==> src/rtl/obi_arb_pkg.sv <==
// obi_arb_pkg -- shared types and constants for the OBI RAM arbiter.
//   req_id_e     : requester identifier carried through the response ID FIFO
//   INSTR_*      : address-phase values driven for instruction fetches
//   ptr_width()  : FIFO pointer width for a given depth (at least 1 bit)
package obi_arb_pkg;

  typedef enum logic {
    ID_INSTR = 1'b0,
    ID_DATA  = 1'b1
  } req_id_e;

  localparam logic        INSTR_WE    = 1'b0;
  localparam logic [3:0]  INSTR_BE    = 4'hF;
  localparam logic [31:0] INSTR_WDATA = 32'h0;

  function automatic int ptr_width(input int depth);
    return (depth > 1) ? $clog2(depth) : 1;
  endfunction

endpackage

==> src/rtl/obi_arb_id_fifo.sv <==
// obi_arb_id_fifo -- in-order FIFO of requester IDs for accepted memory
// transactions. The head names the owner of the next memory response.
// Ports:
//   clk_i, rst_i    : clock, synchronous active-high reset
//   push_i, id_i    : enqueue the ID of a transaction accepted this cycle
//   pop_i           : dequeue the head (response returned this cycle)
//   head_o          : ID at the head of the FIFO
//   empty_o, full_o : occupancy flags
// A pop and a push in the same cycle are legal even when full: the head is
// consumed combinationally this cycle, so the slot can be overwritten at
// the same edge.
module obi_arb_id_fifo
  import obi_arb_pkg::*;
#(
  parameter int DEPTH = 2
) (
  input  logic    clk_i,
  input  logic    rst_i,
  input  logic    push_i,
  input  req_id_e id_i,
  input  logic    pop_i,
  output req_id_e head_o,
  output logic    empty_o,
  output logic    full_o
);

  localparam int PTR_W = ptr_width(DEPTH);
  localparam int CNT_W = $clog2(DEPTH + 1);

  logic [DEPTH-1:0] id_mem_q, id_mem_d;
  logic [PTR_W-1:0] wr_ptr_q, wr_ptr_d;
  logic [PTR_W-1:0] rd_ptr_q, rd_ptr_d;
  logic [CNT_W-1:0] cnt_q, cnt_d;

  // Pointers wrap at DEPTH, which need not be a power of two.
  function automatic logic [PTR_W-1:0] ptr_inc(input logic [PTR_W-1:0] p);
    return (p == PTR_W'(DEPTH - 1)) ? '0 : p + PTR_W'(1);
  endfunction

  always_comb begin
    id_mem_d = id_mem_q;
    wr_ptr_d = wr_ptr_q;
    rd_ptr_d = rd_ptr_q;
    cnt_d    = cnt_q;
    if (push_i) begin
      id_mem_d[wr_ptr_q] = id_i;
      wr_ptr_d           = ptr_inc(wr_ptr_q);
    end
    if (pop_i) begin
      rd_ptr_d = ptr_inc(rd_ptr_q);
    end
    case ({push_i, pop_i})
      2'b10:   cnt_d = cnt_q + CNT_W'(1);
      2'b01:   cnt_d = cnt_q - CNT_W'(1);
      default: cnt_d = cnt_q;
    endcase
  end

  always_ff @(posedge clk_i) begin
    if (rst_i) begin
      id_mem_q <= '0;
      wr_ptr_q <= '0;
      rd_ptr_q <= '0;
      cnt_q    <= '0;
    end else begin
      id_mem_q <= id_mem_d;
      wr_ptr_q <= wr_ptr_d;
      rd_ptr_q <= rd_ptr_d;
      cnt_q    <= cnt_d;
    end
  end

  assign head_o  = req_id_e'(id_mem_q[rd_ptr_q]);
  assign empty_o = (cnt_q == '0);
  assign full_o  = (cnt_q == CNT_W'(DEPTH));

endmodule

==> src/rtl/obi_ram_arbiter.sv <==
// obi_ram_arbiter -- shares one single-port OBI RAM between an instruction
// requester and a data requester, with up to MAX_OUTSTANDING in-flight
// transactions and in-order response routing.
// Ports:
//   clk_i, rst_i : clock, synchronous active-high reset
//   instr_*      : OBI instruction requester (read-only)
//   data_*       : OBI data requester
//   mem_*        : shared RAM side, responses return in order
//   err_o        : sticky flag, set by a response with nothing outstanding
// Configuration macro OBI_ARB_DATA_PRIO_EN: when defined, data always wins
// over instr; otherwise the two alternate round-robin. The address-phase
// lock applies in both builds.
module obi_ram_arbiter
  import obi_arb_pkg::*;
#(
  parameter int MAX_OUTSTANDING = 2
) (
  input  logic        clk_i,
  input  logic        rst_i,
  input  logic        instr_req_i,
  input  logic [31:0] instr_addr_i,
  output logic        instr_gnt_o,
  output logic        instr_rvalid_o,
  output logic [31:0] instr_rdata_o,
  input  logic        data_req_i,
  input  logic [31:0] data_addr_i,
  input  logic        data_we_i,
  input  logic [3:0]  data_be_i,
  input  logic [31:0] data_wdata_i,
  output logic        data_gnt_o,
  output logic        data_rvalid_o,
  output logic [31:0] data_rdata_o,
  output logic        mem_req_o,
  output logic [31:0] mem_addr_o,
  output logic        mem_we_o,
  output logic [3:0]  mem_be_o,
  output logic [31:0] mem_wdata_o,
  input  logic        mem_gnt_i,
  input  logic        mem_rvalid_i,
  input  logic [31:0] mem_rdata_i,
  output logic        err_o
);

  logic    lock_q, lock_d;
  req_id_e lock_id_q, lock_id_d;
  logic    err_q, err_d;
  req_id_e both_sel;
  req_id_e sel;
  logic    lock_live;
  logic    any_req, room, accept, pop;
  logic    fifo_empty, fifo_full;
  req_id_e fifo_head;

`ifdef OBI_ARB_DATA_PRIO_EN
  assign both_sel = ID_DATA;
`else
  // prio_q names the requester that wins the next contested cycle.
  req_id_e prio_q, prio_d;

  always_comb begin
    prio_d = prio_q;
    if (accept) begin
      prio_d = (sel == ID_INSTR) ? ID_DATA : ID_INSTR;
    end
  end

  always_ff @(posedge clk_i) begin
    if (rst_i) begin
      prio_q <= ID_INSTR;
    end else begin
      prio_q <= prio_d;
    end
  end

  assign both_sel = prio_q;
`endif

  // A lock only holds while its owner still requests, so a requester that
  // withdraws cannot starve the other side.
  assign lock_live = lock_q && ((lock_id_q == ID_DATA) ? data_req_i : instr_req_i);

  always_comb begin
    sel = ID_INSTR;
    if (lock_live) begin
      sel = lock_id_q;
    end else if (instr_req_i && data_req_i) begin
      sel = both_sel;
    end else if (data_req_i) begin
      sel = ID_DATA;
    end
  end

  // A response this cycle frees a slot, so a full FIFO can still accept.
  assign any_req   = instr_req_i | data_req_i;
  assign pop       = mem_rvalid_i && !fifo_empty && !rst_i;
  assign room      = !fifo_full || pop;
  assign mem_req_o = any_req && room && !rst_i;
  assign accept    = mem_req_o && mem_gnt_i;

  assign mem_addr_o  = (sel == ID_DATA) ? data_addr_i  : instr_addr_i;
  assign mem_we_o    = (sel == ID_DATA) ? data_we_i    : INSTR_WE;
  assign mem_be_o    = (sel == ID_DATA) ? data_be_i    : INSTR_BE;
  assign mem_wdata_o = (sel == ID_DATA) ? data_wdata_i : INSTR_WDATA;

  assign instr_gnt_o = accept && (sel == ID_INSTR);
  assign data_gnt_o  = accept && (sel == ID_DATA);

  assign instr_rvalid_o = pop && (fifo_head == ID_INSTR);
  assign data_rvalid_o  = pop && (fifo_head == ID_DATA);
  assign instr_rdata_o  = mem_rdata_i;
  assign data_rdata_o   = mem_rdata_i;

  always_comb begin
    lock_d    = lock_q;
    lock_id_d = lock_id_q;
    if (accept) begin
      lock_d = 1'b0;
    end else if (mem_req_o) begin
      lock_d    = 1'b1;
      lock_id_d = sel;
    end
  end

  assign err_d = err_q | (mem_rvalid_i && fifo_empty);

  always_ff @(posedge clk_i) begin
    if (rst_i) begin
      lock_q    <= 1'b0;
      lock_id_q <= ID_INSTR;
      err_q     <= 1'b0;
    end else begin
      lock_q    <= lock_d;
      lock_id_q <= lock_id_d;
      err_q     <= err_d;
    end
  end

  assign err_o = err_q;

  obi_arb_id_fifo #(
    .DEPTH (MAX_OUTSTANDING)
  ) u_id_fifo (
    .clk_i   (clk_i),
    .rst_i   (rst_i),
    .push_i  (accept),
    .id_i    (sel),
    .pop_i   (pop),
    .head_o  (fifo_head),
    .empty_o (fifo_empty),
    .full_o  (fifo_full)
  );

endmodule

==> config.mk <==
export PLATFORM = sky130hd
export DESIGN_NAME = obi_ram_arbiter
export DESIGN_NICKNAME = d
export VERILOG_FILES = /design/src/rtl/obi_arb_pkg.sv /design/src/rtl/obi_arb_id_fifo.sv /design/src/rtl/obi_ram_arbiter.sv
export SDC_FILE = /design/constraint.sdc
export NUM_CORES = 1
export LEC_CHECK = 0
export CORE_AREA = 2 2 108 110
export CTS_BUF_LIST = sky130_fd_sc_hd__clkbuf_8
export CTS_CLUSTER_SIZE = 20
export DETAILED_ROUTE_END_ITERATION = 10
export DIE_AREA = 0 0 110 112
export PLACE_DENSITY = 0.65
export SYNTH_ARGS = -nofsm -noshare
export SYNTH_HDL_FRONTEND = slang
export SYNTH_SLANG_ARGS = --single-unit
==> constraint.sdc <==
create_clock -name clk_i -period 2.4 [get_ports clk_i]
set_input_delay 0.72 -clock clk_i [delete_from_list [all_inputs] [get_ports clk_i]]
set_output_delay 0.72 -clock clk_i [all_outputs]
set_load 0.01 [all_outputs]
* Word-level counts from Yosys, hierarchy flattened
Cells that the tools add are included. Widths: inputs -> output; s select.
Storage, ports and cells: flip-flop bits (word level) 10, input bits 139, output and inout bits 139, word-level logic and storage cells 61
Cells by class: $add $sub $neg 4, $lt $le $gt $ge 3, equality and inequality tests 3, muxes and demuxes 17, bitwise operators 5, reductions and logical operators 21
Operators with widths (number):
- $mux 32 | 2
- $logic_and 1x1->1 | 13
- $mux 1 | 11
- $eq 2x2->1 const B | 2
- $lt 1x2->1 const B | 2
- $mux 4 | 1
- $pmux 2 s2 | 1
- $logic_not 1->1 | 3
- $not 1->1 | 3
- $add 1x1->1 const B | 2
- $add 2x1->2 const B | 1
- $bwmux 2 | 1
- $eq 2x1->1 const B | 1
- $logic_not 2->1 | 1
- $or 1x1->1 | 2
- $reduce_and 2->1 | 1
- $reduce_bool 2->1 | 1
- $reduce_or 2->1 | 1
- $sub 2x1->2 const B | 1
- $demux 1 s1 | 1
- $ge 1x1->1 const B | 1
- $logic_or 1x1->1 | 1

* Depth between registers and ports, before layout
Gate-level depths: netlist (run 1).
depth in word-level cells 10, mapped depth 8, gate-level depth less buffers 7

* Modules after synthesis
Synthesis (run 1) repeated with hierarchy kept, for this count alone.
Unflattened totals: cells, all modules 199, area total of the unflattened synthesis 1714.1 um2
Modules (own cells, without submodules):
- obi_ram_arbiter | times used 1, cells each 171, area each 1457.6 um2, seq. area each 80.1 um2
- obi_arb_id_fifo | times used 1, cells each 28, area each 256.5 um2, seq. area each 120.1 um2

* Worst setup path after synthesis (run 1)
Ideal clock, no wire load.
path kind input -> output, start point in mem_rvalid_i, end point out data_gnt_o, arrival 1.567 ns, data required time 1.680 ns, setup slack 0.113 ns, cell stages on the path 4, buffers on the path 1, cells stage by stage or3b_1 buf_6 and3_4 and2_2
On the way: cells in the longest elaborated chain, start to end 7
RTL lines:
- from (decl) | line obi_ram_arbiter.sv:39 | input logic mem_rvalid_i,
- $logic_and 1x1->1 (2 in series) | line obi_ram_arbiter.sv:95 | assign pop = mem_rvalid_i && !fifo_empty && !rst_i;
- $logic_or 1x1->1 | line obi_ram_arbiter.sv:96 | assign room = !fifo_full || pop;
- $logic_and 1x1->1 (2 in series) | line obi_ram_arbiter.sv:97 | assign mem_req_o = any_req && room && !rst_i;
- $logic_and 1x1->1 | line obi_ram_arbiter.sv:98 | assign accept = mem_req_o && mem_gnt_i;
- $logic_and 1x1->1 | line obi_ram_arbiter.sv:106 | assign data_gnt_o = accept && (sel == ID_DATA);
- to (decl) | line obi_ram_arbiter.sv:30 | output logic data_gnt_o,
Every way passes these cells.

* Worst setup path in the final report (run 1)
start point in data_req_i, end point out mem_addr_o[16]
On the way: cells in the longest elaborated chain, start to end 4, elaborated cells between the ends (all ways) 7, classes of those cells mux: 5; reduce/logical: 2
RTL lines:
- from (decl) | line obi_ram_arbiter.sv:25 | input logic data_req_i,
- $mux 1 (tied with other cells) | line obi_ram_arbiter.sv:88 | end else if (data_req_i) begin
- $mux 1 or $logic_and 1x1->1 (tied branches) | line obi_ram_arbiter.sv:86, obi_ram_arbiter.sv:80
- $mux 1 (*) | line obi_ram_arbiter.sv:84 | if (lock_live) begin
- $mux 32 (*) | line obi_ram_arbiter.sv:100 | assign mem_addr_o = (sel == ID_DATA) ? data_addr_i : instr_addr_i;
- to (decl) | line obi_ram_arbiter.sv:34 | output logic [31:0] mem_addr_o,
Every way passes the cells marked *; elsewhere a longest branch is shown, timed or not.

==> reports/qor.yml, run 1 <==
status:
  outcome: "finished, violations left"
  violations: "negative setup slack"
sta:
  drv_slew: 0
  max_freq_mhz: 401
  tightest_slew_ns: 0.338
  setup_slack_ns: -0.0943
  setup_viol: 48
  finalCriticalPeriod_ns: 2.49
  fin_skew_ns: 0.00354
  holdWs_ns: 0.484
  finalHoldViolCount: 0
  maxSlewHeadroom: 0.774
  finalCritPeriodShare: 1.04
  rsz0062_at_grt: "yes"
layout:
  drive_gt1_frac: 0.519
  final_nets: 486
  final_cell_count_no_fill: 489
  post-route-cell-area_mm2: 0.00375
  syn_to_final_growth_pct: 125
power:
  p_sw_mw: 0.309
  pwr-share-comb: 0.651
  p_leak_nw: 1.69
  power_frac_seq: 0.166
  switching_share: 0.274
  p_per_area_mw_per_mm2: 300
  power.internal_mw: 0.819
  pwr-share-clk: 0.183
  ir_worst_vdd_mv: 0.298
  p_total_mw: 1.13
clock_network:
  clk_pin_slew_worst_paths_ns: 0.05
  clock_sinks: 10
  htreeDepth: 1
  clockRootBuffer: "clkbuf_8"
  ctsLongestPathBuffers: 2
  cts_tree: "built"
  numCtsBuffers: 3
  clk_latency_ns: 0.23
setup_path:
  cp_cell_sequence: "buf_6, a21boi_4, buf_12, buf_12, buf_16, mux2_4, buf_6"
  slowest_delay_ns: 0.30
  path_class: "in -> out"
  cp_slowest_cell: "mux2_4"
  crit_required_ns: 1.68
  crit_arrival_ns: 1.77
  cp_max_fo: 7
  cp-end-kind: "output pin"
  startpoint_type: "input port"
floorplan:
  start_util: 0.149
  die_height_um: 112
  die_w_um: 110
  die_area_mm2: 0.0123
  core_area_mm2: 0.0112
  num_io_pins: 278
  rows: 39
synthesis:
  synth_edf_count: 0
  synth.most_common_cell: "buf_4"
  ys_warn_count: 0
  synth_cell_types: 33
  syn-cell-area_mm2: 0.00167
  synthFlopType: "dfxtp_1"
  syn-num-nets: 337
  async_flop_share: 0
  synthTopCellsByCount: "65 x buf_4, 34 x and2_1, 32 x mux2_2, 10 x dfxtp_1"
  synth_area_leaders: "buf_4 29%, mux2_2 22%, and2_1 13%"
  synth_top_area_frac: 0.292
  ys_seq_elements: 10
  yosysSeqAreaShare: 0.120
  yosysTopAreaCell: "buf_4"
  syn_avg_cell_area_um2: 8.48
  syn_inst: 197
placed_design:
  portBuffers: 181
  dp.cells: 465
  dp_hpwl_mm: 4.99
  gp_congestion: 0.727
  place_area_mm2: 0.00327
hold_path:
  min_path_type: "reg -> reg"
drt:
  drt-initial-drc-count: 35
  viasPerCell: 3.80
  vias: 1859
  postRouteAntennaNets: 0
  drt-pass1-iter-count: 2
  drt_wl_total_mm: 7.27
  drc: 0
  wl_per_cell_um: 14.9
global_route:
  grt_usage: 0.108
  grt_pass1_wl_mm: 10.5
  overflow: 0
  antenna_found_initial: 0
  grt_max_degree: 11
  grt_pass1_vias: 1993
flow_run:
  max_cap_violations: 0
==> repair_timing <==
action / CTS / global route
gates resized for setup: 424 / 10
buffers inserted: 15 / 2
endpoints found under the setup margin: 75 / 69
gates cloned: 7 / 0
hold buffers: 0 / 0
pin swaps: 19 / 5
==> state kept, by name, indices dropped and copies added, names as in the netlist <==
signal	count
lock_id_q	1
u_id_fifo.rd_ptr_q	1
err_o	1
u_id_fifo.cnt_q	2
u_id_fifo.id_mem_q	2
both_sel	1
u_id_fifo.wr_ptr_q	1
lock_q	1
==> routing by layer <==
metal	GRT usage	up-vias	part of all wire
met3	0.0322	13	0.12
met1	0.126	850	0.38
met5	0	-	0
met4	0.0143	0	0.0059
li1	-	882	-
met2	0.197	114	0.50
==> worst max-delay path: cells and delay by family <==
kind / cells / cell delay, ns
buf+inv: 5 / 0.58
mux: 1 / 0.30
compound gates: 1 / 0.17
==> path summary, 6_finish.rpt <==
kind	startpoint	slack (ns)	cells past startpoint	to
hold / removal	err_o	0.48	2	err_o
setup / recovery	data_req_i	-0.09	7	mem_addr_o[16]
setup reg to reg	u_id_fifo.cnt_q[0]	0.35	9	u_id_fifo.cnt_q[1]
hold reg to reg	err_o	0.48	2	err_o
==> kinds of logic after synthesis <==
| group | after synthesis | synth area share |
|---|---|---|
| buf+inv | 78 | 0.342 |
| simple gates | 56 | 0.210 |
| mux | 36 | 0.246 |
| compound gates | 14 | 0.0644 |
| flops | 10 | 0.120 |
| xor+xnor | 2 | 0.0105 |
| fa+ha+maj | 1 | 0.00749 |
==> per-stage QoR <==
step | TNS, ns | setup slack (ns) | util
floorplan | 0 | 0.113 | -
global placement | -54.71 | -0.843 | 0.293
detailed placement | -55.90 | -0.863 | 0.293
CTS | -5.11 | -0.129 | 0.341
global route | -4.47 | -0.136 | 0.336
finish | -2.46 | -0.0943 | 0.336
==> cells in the final DEF (no fill, tap or decap), drive strengths merged, types with 4 or more instances in the layout <==
master         count
a21oi              5
and2              36
buf              113
clkbuf             4
clkdlybuf4s50    102
dfxtp             10
inv                4
mux2              34
nand2b             5
nor2               5
==> cell type report <==
type                       instances  area [um2]
fill                            1155        7420
sequential                        10         201
clock buffer                       4        55.1
tap                              143         179
timing repair buffer             218        2210
multi-input combinational        109        1090
antenna                            1        2.50
inverter                           4        15.0
==> power groups by stage <==
| stage | logic [mW] | registers [mW] | clock network (mW) |
|---|---|---|---|
| floorplan | 0.316 | 0.190 | 0 |
| global placement | 0.587 | 0.188 | 0 |
| detailed placement | 0.592 | 0.189 | 0 |
| CTS | 0.758 | 0.188 | 0.212 |
| global route | 0.782 | 0.189 | 0.222 |
| finish | 0.734 | 0.188 | 0.206 |
(Power assumes the default switching activity.)
==> run 2: changes to the inputs <==
==> constraint.sdc (replaced) <==
create_clock -name clk_i -period 2.4 [get_ports clk_i]
set_input_delay 0.36 -clock clk_i [delete_from_list [all_inputs] [get_ports clk_i]]
set_output_delay 0.36 -clock clk_i [all_outputs]
set_load 0.01 [all_outputs]
==> run 2 against run 1 <==
Compared with the run above: sequential share of layout area rose by 0.76 points; maximum frequency rose by 6.3%; the run now ends clean; largest cell class unchanged; power fell by 16%; global-route usage fell by 1.4 points; sequential power barely moved; via count fell by 5.7%; combinational power fell by 25%; clock power rose by 4%; worst hold slack got worse by 0.0030 ns; flip-flop and latch count did not move; worst setup slack improved by 0.15 ns; critical endpoint unchanged; clock-buffer cell count did not move.
==> reports/qor.yml, run 2 (same netlist as run 1, synthesis figures left out) <==
setup_path:
  cp_cell_sequence: "clkdlybuf4s50_1, a21boi_4, buf_4, buf_12, buf_16, mux2_4, dlygate4sd2_1"
  crit_required_ns: 2.04
  cp_slowest_cell: "clkdlybuf4s50_1"
  slowest_delay_ns: 0.48
  cp_max_fo: 18
  r2r-start: "u_id_fifo.cnt_q[0]"
  crit_arrival_ns: 1.99
  cp_top_family: "buffers and inverters"
  path_class: "in -> out"
  cp-end-kind: "output pin"
  startpoint: "data_req_i"
  startpoint_type: "input port"
  critical_path_buf_inv_count: 5
drt:
  drc: 0
  postRouteAntennaNets: 0
  drt-pass1-iter-count: 4
  viasPerCell: 3.75
  drt_wl_total_mm: 6.42
  drt-initial-drc-count: 39
  vias: 1753
  wl_per_cell_um: 13.8
layout:
  fillers: 1201
  seqCellArea_um2: 201
  multi_input_area_um2: 911
  final_cell_mix: "110 x clkdlybuf4s50_1, 70 x dlygate4sd2_1, 34 x and2_1"
  final_nets: 465
  drive_gt1_frac: 0.198
  final_common_cell: "clkdlybuf4s50_1"
  post-route-cell-area_mm2: 0.00329
  top_regs: "u_id_fifo.cnt_q x2, u_id_fifo.id_mem_q x2"
  diodes: 0
  syn_to_final_growth_pct: 97.0
global_route:
  grt_usage: 0.0941
  grt_max_degree: 19
  grt_pass1_vias: 1812
  grt_pass1_wl_mm: 9.05
  antenna_found_initial: 0
  overflow: 0
sta:
  finalCriticalPeriod_ns: 2.35
  finalCritPeriodShare: 0.977
  setup_tns_ns: 0
  fin_skew_ns: 0.00528
  max_freq_mhz: 426
  rsz0062_at_grt: "yes"
  finalHoldViolCount: 0
  maxSlewHeadroom: 0.821
  setup_viol: 0
  tightest_slew_ns: 0.268
  drv_slew: 0
floorplan:
  die_w_um: 110
  num_io_pins: 278
  start_util: 0.149
  rows: 39
  core_area_mm2: 0.0112
  die_area_mm2: 0.0123
  die_height_um: 112
clock_network:
  clk_pin_slew_worst_paths_ns: 0.05
  htreeDepth: 1
  cts_hold_buffers: 0
  clockRootBuffer: "clkbuf_8"
  clk_latency_ns: 0.24
  ctsLongestPathBuffers: 2
  clock_sinks: 10
  cts_tree: "built"
  numCtsBuffers: 3
placed_design:
  dp_hpwl_mm: 5.13
  place_area_mm2: 0.00322
  portBuffers: 181
  gp_congestion: 0.736
status:
  outcome: "finished clean"
power:
  p_leak_nw: 1.43
  ir_worst_vdd_mv: 0.250
  p_per_area_mw_per_mm2: 289
  p_total_mw: 0.952
flow_run:
  max_cap_violations: 0
hold_path:
  min_path_type: "reg -> reg"
  min_from: "err_o"
-- run 2: report_power, final --
part | switching, mW | internal [mW]
Sequential | 0.00953 | 0.179
Combinational | 0.188 | 0.360
Clock | 0.0705 | 0.145
-- run 2: routing by layer --
| metal | GRT usage | vias up | share of wire |
|---|---|---|---|
| met5 | 0 | - | 0 |
| met4 | 0.0228 | 0 | 0.010 |
| met3 | 0.0299 | 14 | 0.13 |
| met2 | 0.172 | 122 | 0.49 |
| met1 | 0.104 | 776 | 0.37 |
| li1 | - | 841 | - |
-- run 2: area by class of cell --
cell class                      count  share of cell area
Timing Repair Buffer              197               0.586
Clock buffer                        4              0.0167
Sequential cell                    10              0.0612
Multi-Input combinational cell    109               0.277
Tap cell                          143              0.0544
Inverter                            4             0.00456
-- run 2: what timing repair did --
| action | 4_1_cts | 5_1_grt |
|---|---|---|
| gates cloned | 2 | 0 |
| buffers inserted | 3 | 0 |
| endpoints found under the setup margin | 39 | 2 |
| endpoints found under the hold margin | 0 | 0 |
| resized for setup | 72 | 2 |
-- run 2: final timing paths --
check / cells past startpoint / slack, ns / to
worst max-delay path: 7 / 0.05 / mem_addr_o[16]
worst min-delay path: 2 / 0.48 / err_o
worst max register to register: 6 / 0.55 / u_id_fifo.cnt_q[1]
worst min register to register: 2 / 0.48 / err_o
-- run 2: stage by stage --
stage | hold WS (ns) | cells | worst slack, ns | utilization
5_1_grt | 0.533 | 467 | -0.00970 | 0.294
3_5_place_dp | 0.470 | 458 | -0.138 | 0.288
3_3_place_gp | 0.457 | 458 | -0.124 | 0.288
2_1_floorplan | 0.466 | 197 | 0.537 | -
4_1_cts | 0.485 | 467 | 0.00193 | 0.294
6_report | 0.481 | 467 | 0.0546 | 0.294
-- run 2: worst min-delay path, cell delays in order (launching register included) --
cell and delay, ns:
dfxtp_1 0.33, a21oi_1 0.04, nor2_1 0.07
==> run 3: changes to the inputs <==
Settings changed: MAX_ROUTING_LAYER set to met4.
==> run 3 against run 2 <==
Compared with the run above: power barely moved; die area unchanged; flip-flop and latch count did not move; final area did not move; core utilization stayed put; via count unchanged; worst hold slack is essentially flat; clock-buffer cell count unchanged; sequential share of layout area unchanged; worst setup slack barely moved; largest cell class unchanged.
==> reports/qor.yml, run 3 (same netlist as run 1, synthesis figures left out) <==
sta:
  maxSlewHeadroom: 0.821
  fin_skew_ns: 0.00529
  drv_slew: 0
  finalCriticalPeriod_ns: 2.35
  finalHoldViolCount: 0
  setup_viol: 0
  finalCritPeriodShare: 0.977
  max_freq_mhz: 426
  tightest_slew_ns: 0.268
  rsz0062_at_grt: "yes"
setup_path:
  cp-end-kind: "output pin"
  cp_slowest_cell: "clkdlybuf4s50_1"
  cp_max_fo: 18
  path_class: "in -> out"
  startpoint_type: "input port"
  critical_path_buf_inv_count: 5
  crit_required_ns: 2.04
  cp_cell_sequence: "clkdlybuf4s50_1, a21boi_4, buf_4, buf_12, buf_16, mux2_4, dlygate4sd2_1"
  cp_top_family: "buffers and inverters"
  crit_arrival_ns: 1.99
  slowest_delay_ns: 0.48
power:
  p_sw_mw: 0.268
  ir_worst_vdd_mv: 0.250
  pwr-share-clk: 0.226
  p_per_area_mw_per_mm2: 289
  power.internal_mw: 0.684
  power_frac_seq: 0.198
  switching_share: 0.281
  pwr-share-comb: 0.576
  p_leak_nw: 1.43
global_route:
  grt_max_degree: 19
  overflow: 0
  grt_pass1_vias: 1812
  grt_pass1_wl_mm: 9.05
  antenna_found_initial: 0
  grt_usage: 0.0969
layout:
  top_regs: "u_id_fifo.cnt_q x2, u_id_fifo.id_mem_q x2"
  final_cell_mix: "110 x clkdlybuf4s50_1, 70 x dlygate4sd2_1, 34 x and2_1"
  final_nets: 465
  final_common_cell: "clkdlybuf4s50_1"
  final_cell_count_no_fill: 467
  seqCellArea_um2: 201
  drive_gt1_frac: 0.198
  fillers: 1201
  final_core_util: 0.294
  syn_to_final_growth_pct: 97.0
  multi_input_area_um2: 911
  diodes: 0
floorplan:
  die_w_um: 110
  num_io_pins: 278
  core_area_mm2: 0.0112
  die_area_mm2: 0.0123
  rows: 39
  start_util: 0.149
  die_height_um: 112
placed_design:
  dp_hpwl_mm: 5.13
  dp.cells: 458
  gp_congestion: 0.746
  portBuffers: 181
clock_network:
  clockRootBuffer: "clkbuf_8"
  numCtsBuffers: 3
  clock_sinks: 10
  clk_latency_ns: 0.24
  cts_tree: "built"
  ctsLongestPathBuffers: 2
  cts_hold_buffers: 0
  clk_pin_slew_worst_paths_ns: 0.05
  htreeDepth: 1
drt:
  wl_per_cell_um: 13.7
  drc: 0
  drt-pass1-iter-count: 4
  drt_wl_total_mm: 6.42
  vias: 1753
  viasPerCell: 3.75
  postRouteAntennaNets: 0
  drt-initial-drc-count: 41
status:
  outcome: "finished clean"
hold_path:
  min_path_type: "reg -> reg"
flow_run:
  max_cap_violations: 0
==> run 3: cell counts in the layout (fill, tap and decap cells not counted) <==
Identical to the previous run, type by type.
==> run 3: final cells by class <==
class | instances | area share
inverters | 4 | 0.00456
clock buffers | 4 | 0.0167
well taps | 143 | 0.0544
flip-flops and latches | 10 | 0.0612
multi-input cells | 109 | 0.277
repair buffers | 197 | 0.586
==> run 3: stage by stage <==
step / hold slack (ns) / setup WS (ns) / power, mW / instance area, um2 / TNS [ns]
final: 0.481 / 0.0543 / 0.952 / 3290 / 0
after global routing: 0.533 / -0.00970 / 1.01 / 3290 / -0.00970
after CTS: 0.485 / 0.00193 / 0.968 / 3290 / 0
after detailed placement: 0.470 / -0.138 / 0.771 / 3220 / -3.86
after global placement: 0.457 / -0.124 / 0.763 / 3220 / -3.27
after floorplan: 0.466 / 0.537 / 0.506 / 1670 / 0
==> run 3: repair_timing <==
| item | CTS | global route |
|---|---|---|
| endpoints found under the setup margin | 39 | 2 |
| pin swaps | 0 | 0 |
| resized for setup | 72 | 2 |
| gates cloned | 2 | 0 |
| setup buffers | 3 | 0 |
==> run 3: worst paths after layout <==
kind	slack, ns	from	to	depth (start not counted)
worst max-delay path	0.05	data_req_i	mem_addr_o[16]	7
worst min register to register	0.48	err_o	err_o	2
worst min-delay path	0.48	err_o	err_o	2
worst max register to register	0.55	u_id_fifo.cnt_q[0]	u_id_fifo.cnt_q[1]	6
==> run 3: worst reg2reg max path: stages (launching register included) <==
cell and delay, ns:
dfxtp_1 0.34, or3b_1 0.40, and3_4 0.20, inv_1 0.08, ha_1 0.26, or3_1 0.35, a21oi_1 0.14
==> run 3: power groups by stage <==
stage | clock network [mW] | logic [mW] | registers (mW)
floorplan | 0 | 0.316 | 0.190
global placement | 0 | 0.573 | 0.190
detailed placement | 0 | 0.580 | 0.191
CTS | 0.223 | 0.557 | 0.188
global route | 0.228 | 0.593 | 0.190
finish | 0.215 | 0.548 | 0.189
==> run 3: metal layers <==
| layer | up-vias | global-route usage | routed length (um) |
|---|---|---|---|
| met3 | 16 | 0.0287 | 785 |
| met1 | 776 | 0.104 | 2400 |
| met5 | - | - | 0 |
| met4 | 0 | 0.0228 | 72 |
| li1 | 841 | - | - |
| met2 | 120 | 0.172 | 3160 |
